--- src/rtl/hood_mode_ctrl.sv ---
// hood_mode_ctrl: range-hood mode controller.
// Manages OFF/STANDBY/manual LEVEL/timed BOOST/timed DRAIN/timed CLEAN modes,
// drives registered fan level, LED and countdown outputs, and keeps a
// saturating count of seconds the fan has been running.
module hood_mode_ctrl #(
    parameter int CLK_HZ    = 100_000_000,
    parameter int N_LEVELS  = 2,
    parameter int BOOST_SEC = 60,
    parameter int DRAIN_SEC = 60,
    parameter int CLEAN_SEC = 180,
    parameter int TW        = 16
) (
    input  logic                clk,
    input  logic                rst,
    input  logic                power_on,
    input  logic                menu_btn,
    input  logic [N_LEVELS-1:0] level_btn,
    input  logic                boost_btn,
    input  logic                clean_btn,
    input  logic                boost_enable,
    output logic [2:0]          mode_state,
    output logic [3:0]          fan_level,
    output logic [N_LEVELS+2:0] led,
    output logic [TW-1:0]       remaining_sec,
    output logic [31:0]         usage_sec,
    output logic                boost_done
);

    localparam int            PW          = (CLK_HZ > 1) ? $clog2(CLK_HZ) : 1;
    localparam logic [PW-1:0] PRE_LAST    = PW'(CLK_HZ - 1);
    localparam logic [TW-1:0] BOOST_T     = TW'(BOOST_SEC);
    localparam logic [TW-1:0] DRAIN_T     = TW'(DRAIN_SEC);
    localparam logic [TW-1:0] CLEAN_T     = TW'(CLEAN_SEC);
    localparam logic [3:0]    TOP_LEVEL   = 4'(N_LEVELS);
    localparam logic [3:0]    BOOST_LEVEL = 4'(N_LEVELS + 1);

    typedef enum logic [2:0] {
        S_OFF     = 3'd0,
        S_STANDBY = 3'd1,
        S_LEVEL   = 3'd2,
        S_BOOST   = 3'd3,
        S_DRAIN   = 3'd4,
        S_CLEAN   = 3'd5
    } state_t;

    state_t                state;
    state_t                next_state;
    logic                  menu_armed;
    logic                  next_armed;
    logic                  menu_btn_q;
    logic                  menu_edge;
    logic [PW-1:0]         state_pre;
    logic [PW-1:0]         next_pre;
    logic [PW-1:0]         usage_pre;
    logic [TW-1:0]         next_remaining;
    logic [3:0]            next_manual;
    logic [3:0]            next_fan;
    logic [N_LEVELS+2:0]   next_led;
    logic                  next_boost_done;
    logic                  timed_now;
    logic                  tick;
    logic                  expire;
    logic                  clear_usage;
    logic                  lvl_any;
    logic [3:0]            lvl_sel;
    logic                  other_any;
    logic [3:0]            other_sel;
    logic                  usage_wrap;

    assign mode_state = state;
    assign menu_edge  = menu_btn & ~menu_btn_q;
    assign timed_now  = (state == S_BOOST) || (state == S_DRAIN) || (state == S_CLEAN);
    assign tick       = timed_now && (state_pre == PRE_LAST);
    assign expire     = tick && (remaining_sec == TW'(1));
    assign usage_wrap = (fan_level != 4'd0) && (usage_pre == PRE_LAST);

    // Lowest-index pressed level button, overall and excluding the level already running
    always_comb begin
        lvl_any   = 1'b0;
        lvl_sel   = 4'd0;
        other_any = 1'b0;
        other_sel = 4'd0;
        for (int i = N_LEVELS - 1; i >= 0; i--) begin
            if (level_btn[i]) begin
                lvl_any = 1'b1;
                lvl_sel = 4'(i + 1);
            end
            if (level_btn[i] && (4'(i + 1) != fan_level)) begin
                other_any = 1'b1;
                other_sel = 4'(i + 1);
            end
        end
    end

    // Next mode, arming, state timer and the registered output values for the next cycle
    always_comb begin
        next_state      = state;
        next_armed      = menu_armed;
        next_manual     = fan_level;
        clear_usage     = 1'b0;
        next_pre        = '0;
        next_remaining  = '0;
        next_fan        = 4'd0;
        next_led        = '0;
        next_boost_done = 1'b0;

        if (!power_on) begin
            next_state = S_OFF;
            next_armed = 1'b0;
        end else begin
            case (state)
                S_OFF: next_state = S_STANDBY;
                S_STANDBY: begin
                    if (menu_armed && lvl_any) begin
                        next_state  = S_LEVEL;
                        next_manual = lvl_sel;
                        next_armed  = 1'b0;
                    end else if (menu_armed && boost_btn && boost_enable) begin
                        next_state = S_BOOST;
                        next_armed = 1'b0;
                    end else if (menu_armed && clean_btn) begin
                        next_state = S_CLEAN;
                        next_armed = 1'b0;
                    end else if (menu_edge) begin
                        next_armed = ~menu_armed;
                    end
                end
                S_LEVEL: begin
                    if (menu_edge) begin
                        next_state = S_STANDBY;
                    end else if (other_any) begin
                        next_manual = other_sel;
                    end
                end
                S_BOOST: begin
                    if (menu_edge) begin
                        next_state = S_DRAIN;
                    end else if (expire) begin
                        next_state  = S_LEVEL;
                        next_manual = TOP_LEVEL;
                    end
                end
                S_DRAIN: begin
                    if (expire) begin
                        next_state = S_STANDBY;
                    end
                end
                S_CLEAN: begin
                    if (expire) begin
                        next_state  = S_STANDBY;
                        clear_usage = 1'b1;
                    end
                end
                default: next_state = S_OFF;
            endcase
        end

        if ((next_state == S_BOOST) || (next_state == S_DRAIN) || (next_state == S_CLEAN)) begin
            if (next_state != state) begin
                next_pre = '0;
                case (next_state)
                    S_BOOST: next_remaining = BOOST_T;
                    S_DRAIN: next_remaining = DRAIN_T;
                    default: next_remaining = CLEAN_T;
                endcase
            end else begin
                next_pre       = tick ? '0 : state_pre + PW'(1);
                next_remaining = tick ? remaining_sec - TW'(1) : remaining_sec;
            end
        end

        case (next_state)
            S_STANDBY: next_led[0] = 1'b1;
            S_LEVEL: begin
                next_fan = next_manual;
                for (int i = 1; i <= N_LEVELS; i++) begin
                    if (next_manual == 4'(i)) begin
                        next_led[i] = 1'b1;
                    end
                end
            end
            S_BOOST: begin
                next_fan                = BOOST_LEVEL;
                next_led[N_LEVELS + 1]  = 1'b1;
            end
            S_DRAIN: begin
                next_fan           = TOP_LEVEL;
                next_led[N_LEVELS] = 1'b1;
            end
            S_CLEAN: next_led[N_LEVELS + 2] = 1'b1;
            default: ;
        endcase

        next_boost_done = (state == S_BOOST) && (next_state != S_BOOST);
    end

    // Mode register and all mode-dependent registered outputs
    always_ff @(posedge clk or posedge rst) begin
        if (rst) begin
            state         <= S_OFF;
            menu_armed    <= 1'b0;
            menu_btn_q    <= 1'b0;
            state_pre     <= '0;
            remaining_sec <= '0;
            fan_level     <= 4'd0;
            led           <= '0;
            boost_done    <= 1'b0;
        end else begin
            state         <= next_state;
            menu_armed    <= next_armed;
            menu_btn_q    <= menu_btn;
            state_pre     <= next_pre;
            remaining_sec <= next_remaining;
            fan_level     <= next_fan;
            led           <= next_led;
            boost_done    <= next_boost_done;
        end
    end

    // Fan-usage seconds: prescaler runs only while the fan spins, a finished clean zeroes the count
    always_ff @(posedge clk or posedge rst) begin
        if (rst) begin
            usage_pre <= '0;
            usage_sec <= 32'd0;
        end else begin
            if (fan_level != 4'd0) begin
                usage_pre <= usage_wrap ? '0 : usage_pre + PW'(1);
            end
            if (clear_usage) begin
                usage_sec <= 32'd0;
            end else if (usage_wrap && (usage_sec != 32'hFFFF_FFFF)) begin
                usage_sec <= usage_sec + 32'd1;
            end
        end
    end

endmodule
--- config.mk ---
export PLATFORM = sky130hd
export DESIGN_NAME = hood_mode_ctrl
export DESIGN_NICKNAME = d
export VERILOG_FILES = /design/src/rtl/hood_mode_ctrl.sv
export SDC_FILE = /design/constraint.sdc
export NUM_CORES = 1
export LEC_CHECK = 0
export CELL_PAD_IN_SITES_DETAIL_PLACEMENT = 0
export CELL_PAD_IN_SITES_GLOBAL_PLACEMENT = 1
export CORE_MARGIN = 8
export CORE_UTILIZATION = 49
export DETAILED_ROUTE_END_ITERATION = 10
export DONT_BUFFER_PORTS = 1
export GPL_TIMING_DRIVEN = 0
export PLACE_DENSITY_LB_ADDON = 0.1
export SLEW_MARGIN = 0
export SYNTH_ARGS = -nofsm -noshare
export SYNTH_HDL_FRONTEND = slang
export SYNTH_SLANG_ARGS = --single-unit
export TNS_END_PERCENT = 5
--- constraint.sdc ---
create_clock -name clk -period 4.5 [get_ports clk]
set_clock_uncertainty 0.15 [all_clocks]
set_input_delay 0.45 -clock clk [delete_from_list [all_inputs] [get_ports clk]]
set_output_delay 0.45 -clock clk [all_outputs]
set_load 0.01 [all_outputs]
# Yosys cells after proc, flatten, opt, wreduce, memory -nomap -nowiden
# Index checks and enable logic that the tools add are counted.
[op_classes]
bitwise = 3
n_reduce_logical = 21
n_mux = 51
eq_ne = 23
addsub = 4
[ops]
columns = ["cell", "count"]
rows = [
  ["27-bit two-way mux", 4],
  ["32-bit two-way mux", 2],
  ["27-bit by 1-bit adder with 27-bit output, second input constant", 2],
  ["27-bit == test, second input constant", 2],
  ["16-bit two-way mux", 3],
  ["32-bit by 1-bit adder with 32-bit output, second input constant", 1],
  ["4-bit two-way mux", 8],
  ["32-bit inequality test, second input constant", 1],
  ["3-bit two-way mux", 8],
  ["4-bit one-hot mux with 3 select lines", 2],
  ["1-bit two-way mux", 19],
  ["16-bit by 1-bit == test with 1-bit output, second input constant", 1],
  ["16-bit by 1-bit subtractor with 16-bit output, second input constant", 1],
  ["3-bit one-hot mux with 5 select lines", 1],
  ["3-bit by 2-bit == test with 1-bit output, second input constant", 4],
  ["3-bit == test, second input constant", 4],
  ["1-bit logical AND", 11],
  ["8-bit two-way mux", 1],
  ["3-bit by 1-bit == test with 1-bit output, second input constant", 2],
  ["3-bit by 2-bit inequality test with 1-bit output, second input constant", 2],
  ["5-bit by 1-bit inequality test with 1-bit output, second input constant", 1],
  ["4-bit by 1-bit == test with 1-bit output, second input constant", 1],
  ["4-bit by 2-bit == test with 1-bit output, second input constant", 1],
  ["1-bit logical OR", 4],
  ["other kinds (13)", 16],
]
[word_totals]
out_inout_bits = 61
input_bits = 9
wordCells = 112
regBits = 117

# Depth between registers and ports, before layout
# Gate-level depths: netlist of run 1.
[depth]
ltp_word = 14
depth_mapped = 11
depth_no_buf = 9

# Worst setup path after synthesis of run 1
# OpenSTA, ideal clock, no wires.
[synth_timing]
path_kind = "reg2reg"
start = "reg state_pre[10]"
end = "reg remaining_sec[0]"
path_stages_with_launch = 11
arrival_time_ns = 2.550
slack_ns = 1.681
t_required_ns = 4.231
synth_period_minus_slack_ns = 2.819
path_buffers = 2
setup_time_ns = 0.119
path_cell_list = "dfrtp_1 -> or4_1 -> or4_4 -> nor4_4 -> nor2_2 -> o21bai_4 -> inv_2 -> o2111ai_2 -> buf_4 -> buf_6 -> nor2_1"
[synth_between]
elab_chain_len = 11
word_cells_on_any_way = 17
classes_between = "eq/ne (6); mux (7); reduce/logical (4)"
[synth_rtl]
columns = ["item", "line_no", "source"]
rows = [
  ["start: declaration", "52", "logic [PW-1:0] state_pre;"],
  ["start signal: assignment", "212", "state_pre <= next_pre;"],
  ["27-bit == test *", "73", "assign tick = timed_now && (state_pre == PRE_LAST);"],
  ["1-bit logical AND *", "73", ""],
  ["1-bit logical AND *", "74", "assign expire = tick && (remaining_sec == TW'(1));"],
  ["3-bit two-way mux", "138", "end else if (expire) begin"],
  ["3-bit two-way mux", "136", "if (menu_edge) begin"],
  ["3-bit one-hot mux with 5 select lines *", "111", "case (state)"],
  ["3-bit two-way mux *", "107", "if (!power_on) begin"],
  ["named net next_state[2]", "47", "state_t next_state;"],
  ["3-bit by 2-bit == test with 1-bit output or 3-bit == test (tied branches)", "158", "if ((next_state == S_BOOST) || (next_state == S_DRAIN) || (next_state == S_CLEAN)) begin"],
  ["1-bit logical OR (2 in series)", "158", ""],
  ["3-bit by 2-bit inequality test with 1-bit output (no line) or 16-bit two-way mux (tied branches)", "--", ""],
  ["end signal: assignment", "213", "remaining_sec <= next_remaining;"],
  ["end: declaration", "24", "output logic [TW-1:0] remaining_sec,"],
]
# The timed path passes the listed nets; every way through them passes the cells marked *.
# A chain may end at the register's enable or synchronous reset.

# Final worst setup path of run 1
[layout_timing]
start = "reg remaining_sec[4]"
end = "reg usage_sec[22]"
[layout_between]
elab_chain_len = 6
word_cells_on_any_way = 7
classes_between = "eq/ne (1); mux (4); reduce/logical (2)"
[layout_rtl]
columns = ["item", "line_no", "source"]
rows = [
  ["16-bit by 1-bit == test with 1-bit output *", "74", ""],
  ["1-bit logical AND *", "74", ""],
  ["1-bit two-way mux *", "149", "if (expire) begin"],
  ["1-bit two-way mux *", "111", ""],
  ["1-bit two-way mux *", "107", ""],
  ["32-bit two-way mux or 2-bit nonzero test (tied branches)", "--", ""],
  ["end signal: assignment", "232", "usage_sec <= usage_sec + 32'd1;"],
  ["end: declaration", "25", "output logic [31:0] usage_sec,"],
]
# Every way passes the cells marked *; elsewhere a longest branch is shown, timed or not.

==> run_results.csv, run 1 <==
group,metric,value,unit
synth,synth-edff-count,0,
synth,yosysUniqueCellTypes,65,
setup_path,cp_max_fo,10,
cells_and_area,stdcell_area,0.00740,mm2
cells_and_area,drive_gt1_share,7.37,%
placement,numPortBuffers,0,
timing,tightest_slew,1.02,ns
power,finalPower,2.61,mW
synth,yosysSeqAreaShare,45.2,%
die,start_util,49.5,%
power,ir_worst_vdd,0.000225,V
global_route,grtUsageTotal,19.7,%
worst_hold_path,hold_path_class,"input pin to flip-flop",
cts,ctsHoldBuffers,2,
synth,ys_warn_count,0,
route,via_per_inst,5.76,
setup_path,crit_required,4.65,ns
die,die_x,131,um
setup_path,endpoint_kind,"flip-flop",
die,coreArea,0.0131,mm2
die,io_pins,70,
cts,clkTransAtPathRegs,0.05,ns
route,ant_nets,0,
power,p_switching,574,uW
power,clkPwrFrac,54.0,%
die,num_rows,42,
cts,cts_inserted_buffers,17,
route,drc,0,
cts,clk_latency,0.42,ns
placement,place_hpwl,11.4,mm
setup_path,critPathTopFamily,"simple AND/OR/NAND/NOR gates",
cts,root_buffer,"clkbuf_16",
placement,dpl_cell_area,0.00674,mm2
cts,cts_tree,"done",
setup_path,crit_chain,"nor4_1, nand3_1, or4_4, nor3_2, buf_4, nor2_1",
cts,cts_buffer_depth,2,
die,die_area,0.0172,mm2
timing,setup_violations,0,
placement,globalplace.congestion,0.833,
synth,synthArstFlopShare,100,%
synth,synth.area.top_cells,"dfrtp_1 45%, xnor2_1 8.0%, nor2_1 5.6%",
cts,cts_resized,0,
power,power_frac_seq,41.6,%
cts,htree_levels,4,
timing,fmax,0.280,GHz
synth,netlist_area,0.00648,mm2
power,powerDensity,353,mW/mm2
synth,avgSynthCellArea,9.12,um2
synth,synth_top_area_share,45.2,%
setup_path,critPathLaunchType,"flip-flop",
cells_and_area,nNetsFinal,747,
synth,ys_seq_elements,117,
global_route,grt_pass1_vias,5204,
global_route,grt_pass1_wl,26.3,mm
synth,netlist_instances,711,
global_route,globalRouteOverflowTotal,0,
job,maxCapViolations,0,
timing,finalWorstSetupSlack,0.928,ns
cts,clock_sinks,117,
cells_and_area,antenna_cells,0,
power,pwr-share-comb,4.3,%
power,cell_internal_pwr,2.04,mW
setup_path,max_stage_delay,0.72,ns
cells_and_area,instances_no_fill,922,
global_route,antenna_found_initial,0,
outcome,status,"finished, final reports clean",
setup_path,cp.arrival,3.73,ns
timing,final-hold-violation-count,0,
route,num_vias,5312,
setup_path,cp_num_buf_inv,1,
cells_and_area,syn_to_final_growth,14.1,%
cts,post_cts_buffers,0,
route,drt_wl_total,16.0,mm
synth,yosys.area.top_type,"dfrtp_1",
synth,synth.net_count,725,
power,p_leak,3.03,nW
timing,slew_headroom,31.2,%
route,dr.pass1.iters,5,
setup_path,cpMaxStageDelayCell,"nor4_1",
synth,ys.flop_type,"dfrtp_1",
placement,place_inst,888,
placement,dpl_worst_slack,0.856,ns
timing,hold_slack,0.0356,ns
timing,period_needed,3.57,ns
die,floorplan.die.height,131,um
route,drt_iter0_drc,381,
timing,slew_viol_final,0,
route,routedWlPerCell,17.3,um
timing,finalCritPeriodShare,79.4,%
global_route,grt_max_degree,87,
setup_path,path_class,"flip-flop to flip-flop",
power,p_sw_share,22.0,%
timing,grt_setup_unrepaired,"false",
-- flip-flops by register name, summed over array words and instances (netlist names) --
name / count
remaining_sec: 16
menu_armed: 1
usage_sec: 32
mode_state: 3
menu_btn_q: 1
boost_done: 1
led: 5
state_pre: 27
fan_level: 4
usage_pre: 27
-- layout by cell type, fill, tap and decap left out, drive strengths merged, types with 6 or more instances in the layout --
cell      count
dfrtp       117
nand3        41
nor3         48
clkbuf       41
nor2         97
xnor2        59
nand4        25
inv          17
a21oi        14
and3         17
o21ai        14
and4         13
nor4         33
a211oi        6
clkinvlp      6
xor2         30
and2          7
nand2        60
buf           9
-- power groups by stage --
stage	registers [mW]	logic [mW]	clock network, mW
finish	1.09	0.113	1.41
CTS	1.09	0.114	1.44
global placement	1.10	0.108	0
detailed placement	1.11	0.112	0
floorplan	1.10	0.0848	0
global route	1.09	0.131	1.49
-- metal layers --
metal  GRT usage, %  vias up  share of wire [%]
li1               -     2599                  -
met1           23.3     2558                 43
met2           32.0      132                 48
met3           6.82       23                7.2
met4           8.44        0                1.8
met5              0        -                  0
-- final cells by class --
class / instances / area (um2)
Clock buffer: 21 / 480
Fill cell: 1190 / 5690
Sequential cell: 117 / 2930
Inverter: 17 / 68.8
Clock inverter: 11 / 149
Timing Repair Buffer: 3 / 47.5
Tap cell: 176 / 220
Multi-Input combinational cell: 549 / 3380
Buffer: 28 / 128
-- synthesized netlist by cell type (3+ instances only) --
library cell / instances
dfrtp_1: 117
nor2_1: 96
nand2_1: 60
xnor2_1: 59
nor3_1: 47
nand3_1: 41
nor4_1: 32
xor2_1: 30
nand4_1: 25
clkbuf_1: 19
and3_1: 17
inv_1: 16
a21oi_1: 14
o21ai_0: 14
and4_1: 13
a211oi_1: 6
ha_1: 5
nand2b_1: 5
nand3b_1: 5
nor2b_1: 5
nor3b_1: 5
nor4bb_1: 5
and2_1: 4
nor4b_1: 4
or3_1: 4
a31oi_1: 3
and2_0: 3
buf_4: 3
nand4b_1: 3
-- kinds of logic (layout without fill, tap and decap cells) --
group | Yosys count | count (layout) | synth area share (%)
AO/OA/AOI/OAI | 67 | 67 | 7.18
XOR/XNOR | 89 | 89 | 12.0
multiplexers | 1 | 1 | 0.154
AND/OR/NAND/NOR | 387 | 387 | 31.6
buffers and inverters | 45 | 80 | 2.95
flip-flops | 117 | 117 | 45.2
adder cells (fa/ha/maj) | 5 | 5 | 0.965
-- per-stage QoR --
stage,setup TNS (ns),utilization [%]
5_1_grt,0,56.5
3_5_place_dp,0,51.5
3_3_place_gp,-54.76,51.2
4_1_cts,0,56.4
2_1_floorplan,0,-
6_report,0,56.5
-- worst paths after layout --
| check | from | to | slack, ns | cells past startpoint |
|---|---|---|---|---|
| min in group asynchronous | rst | state_pre[11]$_DFF_PP0_ | 0.35 | 2 |
| worst max register to register | remaining_sec[4]$_DFFE_PP0P_ | usage_sec[22]$_DFFE_PP0P_ | 0.93 | 6 |
| worst max-delay path | remaining_sec[4]$_DFFE_PP0P_ | usage_sec[22]$_DFFE_PP0P_ | 0.93 | 6 |
| worst min-delay path | power_on | menu_armed$_DFFE_PP0P_ | 0.04 | 1 |
| max in group asynchronous | rst | usage_pre[17]$_DFFE_PP0P_ | 3.14 | 3 |
| worst min register to register | usage_pre[2]$_DFFE_PP0P_ | usage_pre[2]$_DFFE_PP0P_ | 0.32 | 1 |
No activity file was read; power rests on OpenSTA's default activity.
==> inputs of run 2 (changes only) <==
--- a/config.mk
+++ b/config.mk
@@ -5,10 +5,11 @@
 export SDC_FILE = /design/constraint.sdc
 export NUM_CORES = 1
 export LEC_CHECK = 0
+export ABC_AREA = 1
 export CELL_PAD_IN_SITES_DETAIL_PLACEMENT = 0
 export CELL_PAD_IN_SITES_GLOBAL_PLACEMENT = 1
 export CORE_MARGIN = 8
-export CORE_UTILIZATION = 49
+export CORE_UTILIZATION = 48
 export DETAILED_ROUTE_END_ITERATION = 10
 export DONT_BUFFER_PORTS = 1
 export GPL_TIMING_DRIVEN = 0
==> constraint.sdc (replaced) <==
create_clock -name clk -period 3.6 [get_ports clk]
set_clock_uncertainty 0.15 [all_clocks]
set_input_delay 0.36 -clock clk [delete_from_list [all_inputs] [get_ports clk]]
set_output_delay 0.36 -clock clk [all_outputs]
set_load 0.01 [all_outputs]
==> run 2 against run 1 <==
Via count up 13%. Core utilization down 1.3 points. Setup slack worse by 0.22 ns.
==> run_results.csv, run 2 <==
group,metric,value,unit
outcome,status,"finished, final reports clean",
cells_and_area,nNetsFinal,947,
route,drc,0,
synth,synthArstFlopShare,100,%
setup_path,endpoint_kind,"flip-flop",
placement,globalplace.congestion,0.870,
synth,yosys-top-cells-count,"173 x nand2_1, 133 x inv_1, 124 x nor2_1",
timing,tightest_slew,0.596,ns
synth,yosys.area.top_type,"dfrtp_1",
timing,setup_tns,0,ns
synth,synth-edff-count,0,
cts,clkTransAtPathRegs,0.05,ns
cells_and_area,stdcell_area,0.00794,mm2
global_route,globalRouteOverflowTotal,0,
timing,grt_setup_unrepaired,"false",
global_route,top_usage_layer,"met2",
cts,clk_latency,0.42,ns
die,coreArea,0.0144,mm2
synth,synth.area.top_cells,"dfrtp_1 42%, nand2_1 9.3%, inv_1 7.2%",
power,p_leak,3.40,nW
cts,cts_buffer_depth,2,
cts,ctsHoldBuffers,2,
setup_path,path_class,"flip-flop to flip-flop",
timing,finalCritPeriodShare,80.3,%
placement,dpl_cell_area,0.00727,mm2
global_route,gr-usage-met2,31.4,%
cells_and_area,antenna_cells,0,
die,io_pins,70,
route,via_per_inst,5.34,
die,floorplan.die.height,137,um
cells_and_area,top_register,"usage_sec",
die,die_area,0.0186,mm2
cts,clock_sinks,117,
job,maxCapViolations,0,
power,ir_worst_vdd,0.000347,V
route,dr.pass1.iters,4,
setup_path,crit_required,3.80,ns
cts,post_cts_buffers,0,
route,drt_wl_total,17.6,mm
synth,ys_seq_elements,117,
cts,root_buffer,"clkbuf_16",
cts,cts_resized,0,
route,ant_nets,0,
synth,netlist_instances,909,
cts,cts_inserted_buffers,17,
global_route,grt_max_degree,42,
cells_and_area,drive_gt1_share,9.84,%
synth,netlist_area,0.00697,mm2
setup_path,cp_max_fo,10,
route,drt_iter0_drc,334,
cts,htree_levels,4,
placement,place_hpwl,13.4,mm
timing,period_needed,2.89,ns
synth,yosysSeqAreaShare,42.0,%
timing,fmax,0.346,GHz
cells_and_area,final_cell_mix,"173 x nand2_1, 132 x inv_1, 124 x nor2_1",
setup_path,cp.arrival,3.09,ns
die,start_util,48.5,%
global_route,grt_pass1_vias,5846,
cts,cts_tree,"done",
global_route,grt_pass1_wl,29.1,mm
synth,yosysMostFrequentCell,"nand2_1",
synth,synth_top_area_share,42.0,%
timing,setup_violations,0,
global_route,antenna_found_initial,0,
cells_and_area,largestRegisters,"usage_sec x32, state_pre x27, usage_pre x27",
placement,numPortBuffers,0,
cells_and_area,largest_reg_flops,32,
global_route,use_met3,6.86,%
route,routedWlPerCell,15.6,um
cells_and_area,syn_to_final_growth,13.9,%
die,die_x,137,um
synth,yosysUniqueCellTypes,37,
worst_hold_path,hold_path_class,"input pin to flip-flop",
cells_and_area,layout_commonest_cell,"nand2_1",
timing,final-hold-violation-count,0,
power,powerDensity,451,mW/mm2
setup_path,critPathLaunchType,"flip-flop",
global_route,grtUsageTotal,19.7,%
die,num_rows,44,
timing,slew_headroom,59.9,%
global_route,use_met1,24.6,%
timing,slew_viol_final,0,
synth,ys_warn_count,0,
cells_and_area,post-route-util,55.3,%
synth,ys.flop_type,"dfrtp_1",
route,num_vias,6024,
synth,avgSynthCellArea,7.67,um2
synth,synth.net_count,923,
[run 2: cells by family (layout without fill, tap and decap cells)]
kind of cell / after synthesis / after routing / share of synthesized area (%)
AND/OR/NAND/NOR: 498 / 498 / 35.1
flip-flops: 117 / 117 / 42.0
XOR/XNOR: 47 / 47 / 5.90
AO/OA/AOI/OAI: 96 / 96 / 7.63
buffers and inverters: 146 / 182 / 8.45
adder cells (fa/ha/maj): 5 / 5 / 0.897
[run 2: worst max-delay path, cell delays in order (launching register included)]
cell and delay [ns]:
dfrtp_1 0.35, ha_1 0.20, nand3_1 0.09, nor3_1 0.23, nand2_1 0.15, nor2_2 0.16
inv_1 0.10, nor2_4 0.30, nand2_2 0.22, nor2_2 0.22, nand2_1 0.17, nor2_1 0.22
o21ai_0 0.11, a21oi_1 0.12
[run 2: report_power, final]
| part | switching (mW) | internal, mW |
|---|---|---|
| Clock | 0.586 | 1.28 |
| Sequential | 0.0473 | 1.35 |
| Combinational | 0.219 | 0.104 |
[run 2: final timing paths]
kind | start | to | slack, ns | cells past startpoint
setup / recovery | usage_pre[0]$_DFFE_PP0P_ | usage_sec[18]$_DFFE_PP0P_ | 0.71 | 13
hold / removal | power_on | mode_state[0]$_DFF_PP0_ | 0.11 | 3
setup reg to reg | usage_pre[0]$_DFFE_PP0P_ | usage_sec[18]$_DFFE_PP0P_ | 0.71 | 13
hold reg to reg | state_pre[0]$_DFF_PP0_ | state_pre[0]$_DFF_PP0_ | 0.32 | 1
max in group asynchronous | rst | state_pre[2]$_DFF_PP0_ | 2.14 | 4
min in group asynchronous | rst | usage_pre[18]$_DFFE_PP0P_ | 0.33 | 2
[run 2: area by class of cell]
type                            instances  area (um2)
Multi-Input combinational cell        646        3460
Fill cell                            1361        6430
Clock buffer                           22         474
Tap cell                              184         230
Timing Repair Buffer                    5        87.6
Buffer                                  8        68.8
Inverter                              138         524
Clock inverter                          9         174
Sequential cell                       117        2930
[run 2: per-stage QoR]
step	std cells	total power [mW]	setup WS (ns)	hold WS, ns
2_1_floorplan	909	1.66	1.31	0.241
3_3_place_gp	1093	1.73	0.779	0.242
3_5_place_dp	1096	1.74	0.759	0.161
4_1_cts	1129	3.63	0.719	0.0887
5_1_grt	1129	3.74	0.415	0.122
6_report	1129	3.58	0.708	0.112
[run 2: routing by layer]
metal / vias up / share of wire, %
li1: 2992 / -
met1: 2879 / 44
met5: - / 0
met3: 23 / 7.1
met2: 130 / 47
met4: 0 / 1.7
==> inputs of run 3 (changes only) <==
--- a/config.mk
+++ b/config.mk
@@ -9,7 +9,7 @@
 export CELL_PAD_IN_SITES_DETAIL_PLACEMENT = 0
 export CELL_PAD_IN_SITES_GLOBAL_PLACEMENT = 1
 export CORE_MARGIN = 8
-export CORE_UTILIZATION = 48
+export CORE_UTILIZATION = 43
 export DETAILED_ROUTE_END_ITERATION = 10
 export DONT_BUFFER_PORTS = 1
 export GPL_TIMING_DRIVEN = 0
==> constraint.sdc (replaced) <==
create_clock -name clk -period 2.4 [get_ports clk]
set_clock_uncertainty 0.15 [all_clocks]
set_input_delay 0.24 -clock clk [delete_from_list [all_inputs] [get_ports clk]]
set_output_delay 0.24 -clock clk [all_outputs]
set_load 0.01 [all_outputs]
==> run 3 against run 2 <==
Via count grew 3.2%. Global-route usage shrank 0.78 points. Fmax rose by 19%. Final cell count grew 7.4%. The flow now finishes with violations (setup timing). Die area up 10%. Setup slack got worse by 0.73 ns. Sequential cell count unchanged. Core utilization up 1.8 points. Sequential power rose by 51%. Clock-buffer cell count up 1. Sequential share of layout area is 4.2 points lower.
==> run_results.csv, run 3 (same netlist as run 2, synthesis figures left out) <==
group,metric,value,unit
outcome,status,"complete, but fails checks",
outcome,failed_checks,"setup timing",
cells_and_area,largestRegisters,"usage_sec x32, state_pre x27, usage_pre x27",
timing,setup_tns,-0.247,ns
die,num_rows,46,
die,io_pins,70,
cts,clkTransAtPathRegs,0.05,ns
route,num_vias,6218,
cts,clock_sinks,117,
route,dr.pass1.iters,4,
setup_path,cp.arrival,2.63,ns
cells_and_area,fillers,1499,
power,ir_worst_vdd,0.000515,V
route,via_per_inst,5.13,
setup_path,r2r_start,"remaining_sec[3]$_DFFE_PP0P_",
cts,cts_inserted_buffers,17,
die,floorplan.die.height,143,um
cells_and_area,nNetsFinal,998,
cells_and_area,antenna_cells,0,
global_route,grtUsageTotal,19.0,%
cells_and_area,layout_commonest_cell,"nand2_1",
cells_and_area,syn_to_final_growth,30.0,%
cells_and_area,post-route-util,57.1,%
timing,finalWorstSetupSlack,-0.0246,ns
cts,root_buffer,"clkbuf_16",
route,drt_iter0_drc,398,
cells_and_area,top_register,"usage_sec",
setup_path,cp_max_fo,7,
timing,slew_viol_final,0,
placement,numPortBuffers,0,
timing,final-hold-violation-count,0,
timing,setup_violations,13,
route,drc,0,
cells_and_area,final_cell_mix,"148 x nand2_1, 123 x inv_1, 99 x nor2_1",
route,drt_wl_total,19.4,mm
global_route,grt_pass1_wl,30.7,mm
setup_path,path_class,"flip-flop to flip-flop",
timing,hold_slack,0.162,ns
cells_and_area,drive_gt1_share,26.8,%
power,powerDensity,635,mW/mm2
placement,globalplace.congestion,0.888,
route,routedWlPerCell,16.0,um
global_route,grt_pass1_vias,6053,
job,maxCapViolations,0,
timing,slew_headroom,66.1,%
power,finalPower,5.76,mW
cts,cts_tree,"done",
global_route,grt_max_degree,42,
placement,dpl_worst_slack,-0.517,ns
die,coreArea,0.0159,mm2
die,start_util,43.9,%
global_route,antenna_found_initial,0,
timing,period_needed,2.42,ns
setup_path,critPathLaunch,"remaining_sec[3]$_DFFE_PP0P_",
worst_hold_path,hold_path_class,"input pin to flip-flop",
setup_path,endpoint_kind,"flip-flop",
worst_hold_path,worstHoldStart,"clean_btn",
timing,tightest_slew,0.508,ns
timing,fmax,0.412,GHz
cts,clk_latency,0.42,ns
setup_path,critPathLaunchType,"flip-flop",
cts,cts_buffer_depth,2,
placement,place_hpwl,13.9,mm
route,ant_nets,0,
die,die_x,143,um
setup_path,crit_required,2.60,ns
timing,grt_setup_unrepaired,"true",
timing,finalCritPeriodShare,101,%
die,die_area,0.0205,mm2
power,p_leak,3.77,nW
cts,htree_levels,4,
global_route,globalRouteOverflowTotal,0,
cells_and_area,largest_reg_flops,32,
==> run 3: cell type report <==
class / instances / area (um2) / area share (%)
inverters: 138 / 546 / 6.02
flip-flops and latches: 117 / 2960 / 32.7
well taps: 216 / 270 / 2.98
plain buffers: 8 / 77.6 / 0.856
clock inverters: 9 / 195 / 2.15
multi-input cells: 646 / 4030 / 44.4
repair buffers: 56 / 500 / 5.52
clock buffers: 23 / 488 / 5.38
==> run 3: worst paths after layout <==
kind / endpoint / slack (ns) / cells after the start
min in group asynchronous: usage_pre[19]$_DFFE_PP0P_ / 0.17 / 2
setup reg to reg: state_pre[5]$_DFF_PP0_ / -0.02 / 14
setup / recovery: state_pre[5]$_DFF_PP0_ / -0.02 / 14
max in group asynchronous: remaining_sec[7]$_DFFE_PP0P_ / 1.13 / 4
hold reg to reg: usage_pre[25]$_DFFE_PP0P_ / 0.35 / 1
hold / removal: menu_armed$_DFFE_PP0P_ / 0.16 / 5
==> run 3: where the power goes <==
part / internal, mW / switching [mW] / leakage, nW
clock network: 2.05 / 0.905 / 0.337
logic: 0.275 / 0.410 / 1.90
registers: 2.03 / 0.0885 / 1.54
total: 4.36 / 1.40 / 3.77
==> run 3: per-stage QoR <==
step	area (um2)	std cells
floorplan	6980	909
global placement	7250	1125
detailed placement	7310	1128
CTS	8460	1186
global route	9070	1213
finish	9070	1213
==> run 3: repair_timing <==
item,CTS,global route
buffers inserted,23,25
cloned,0,2
pin swaps,18,37
endpoints found under the setup margin,93,89
resized for setup,86,101
hold buffers,3,0
hold endpoints to repair,78,0
==> run 3: per-layer routing <==
layer	share of wire (%)	GRT usage, %
met2	50	31.5
met3	5.6	5.71
met1	43	23.0
met5	0	0
met4	1.5	6.53
==> run 3: worst max-delay path, stage by stage, from the launching register on <==
cell and delay [ns]:
dfrtp_1 0.47, nor2_4 0.21, nand4_1 0.18, nor2_4 0.19, nand3_4 0.10, nand2_1 0.10, nand2_2 0.08, nand2_4 0.11
nand3_4 0.09, nand2_4 0.08, nand2_2 0.08, nor2_8 0.19, inv_8 0.07, clkbuf_16 0.17, nor2_4 0.07
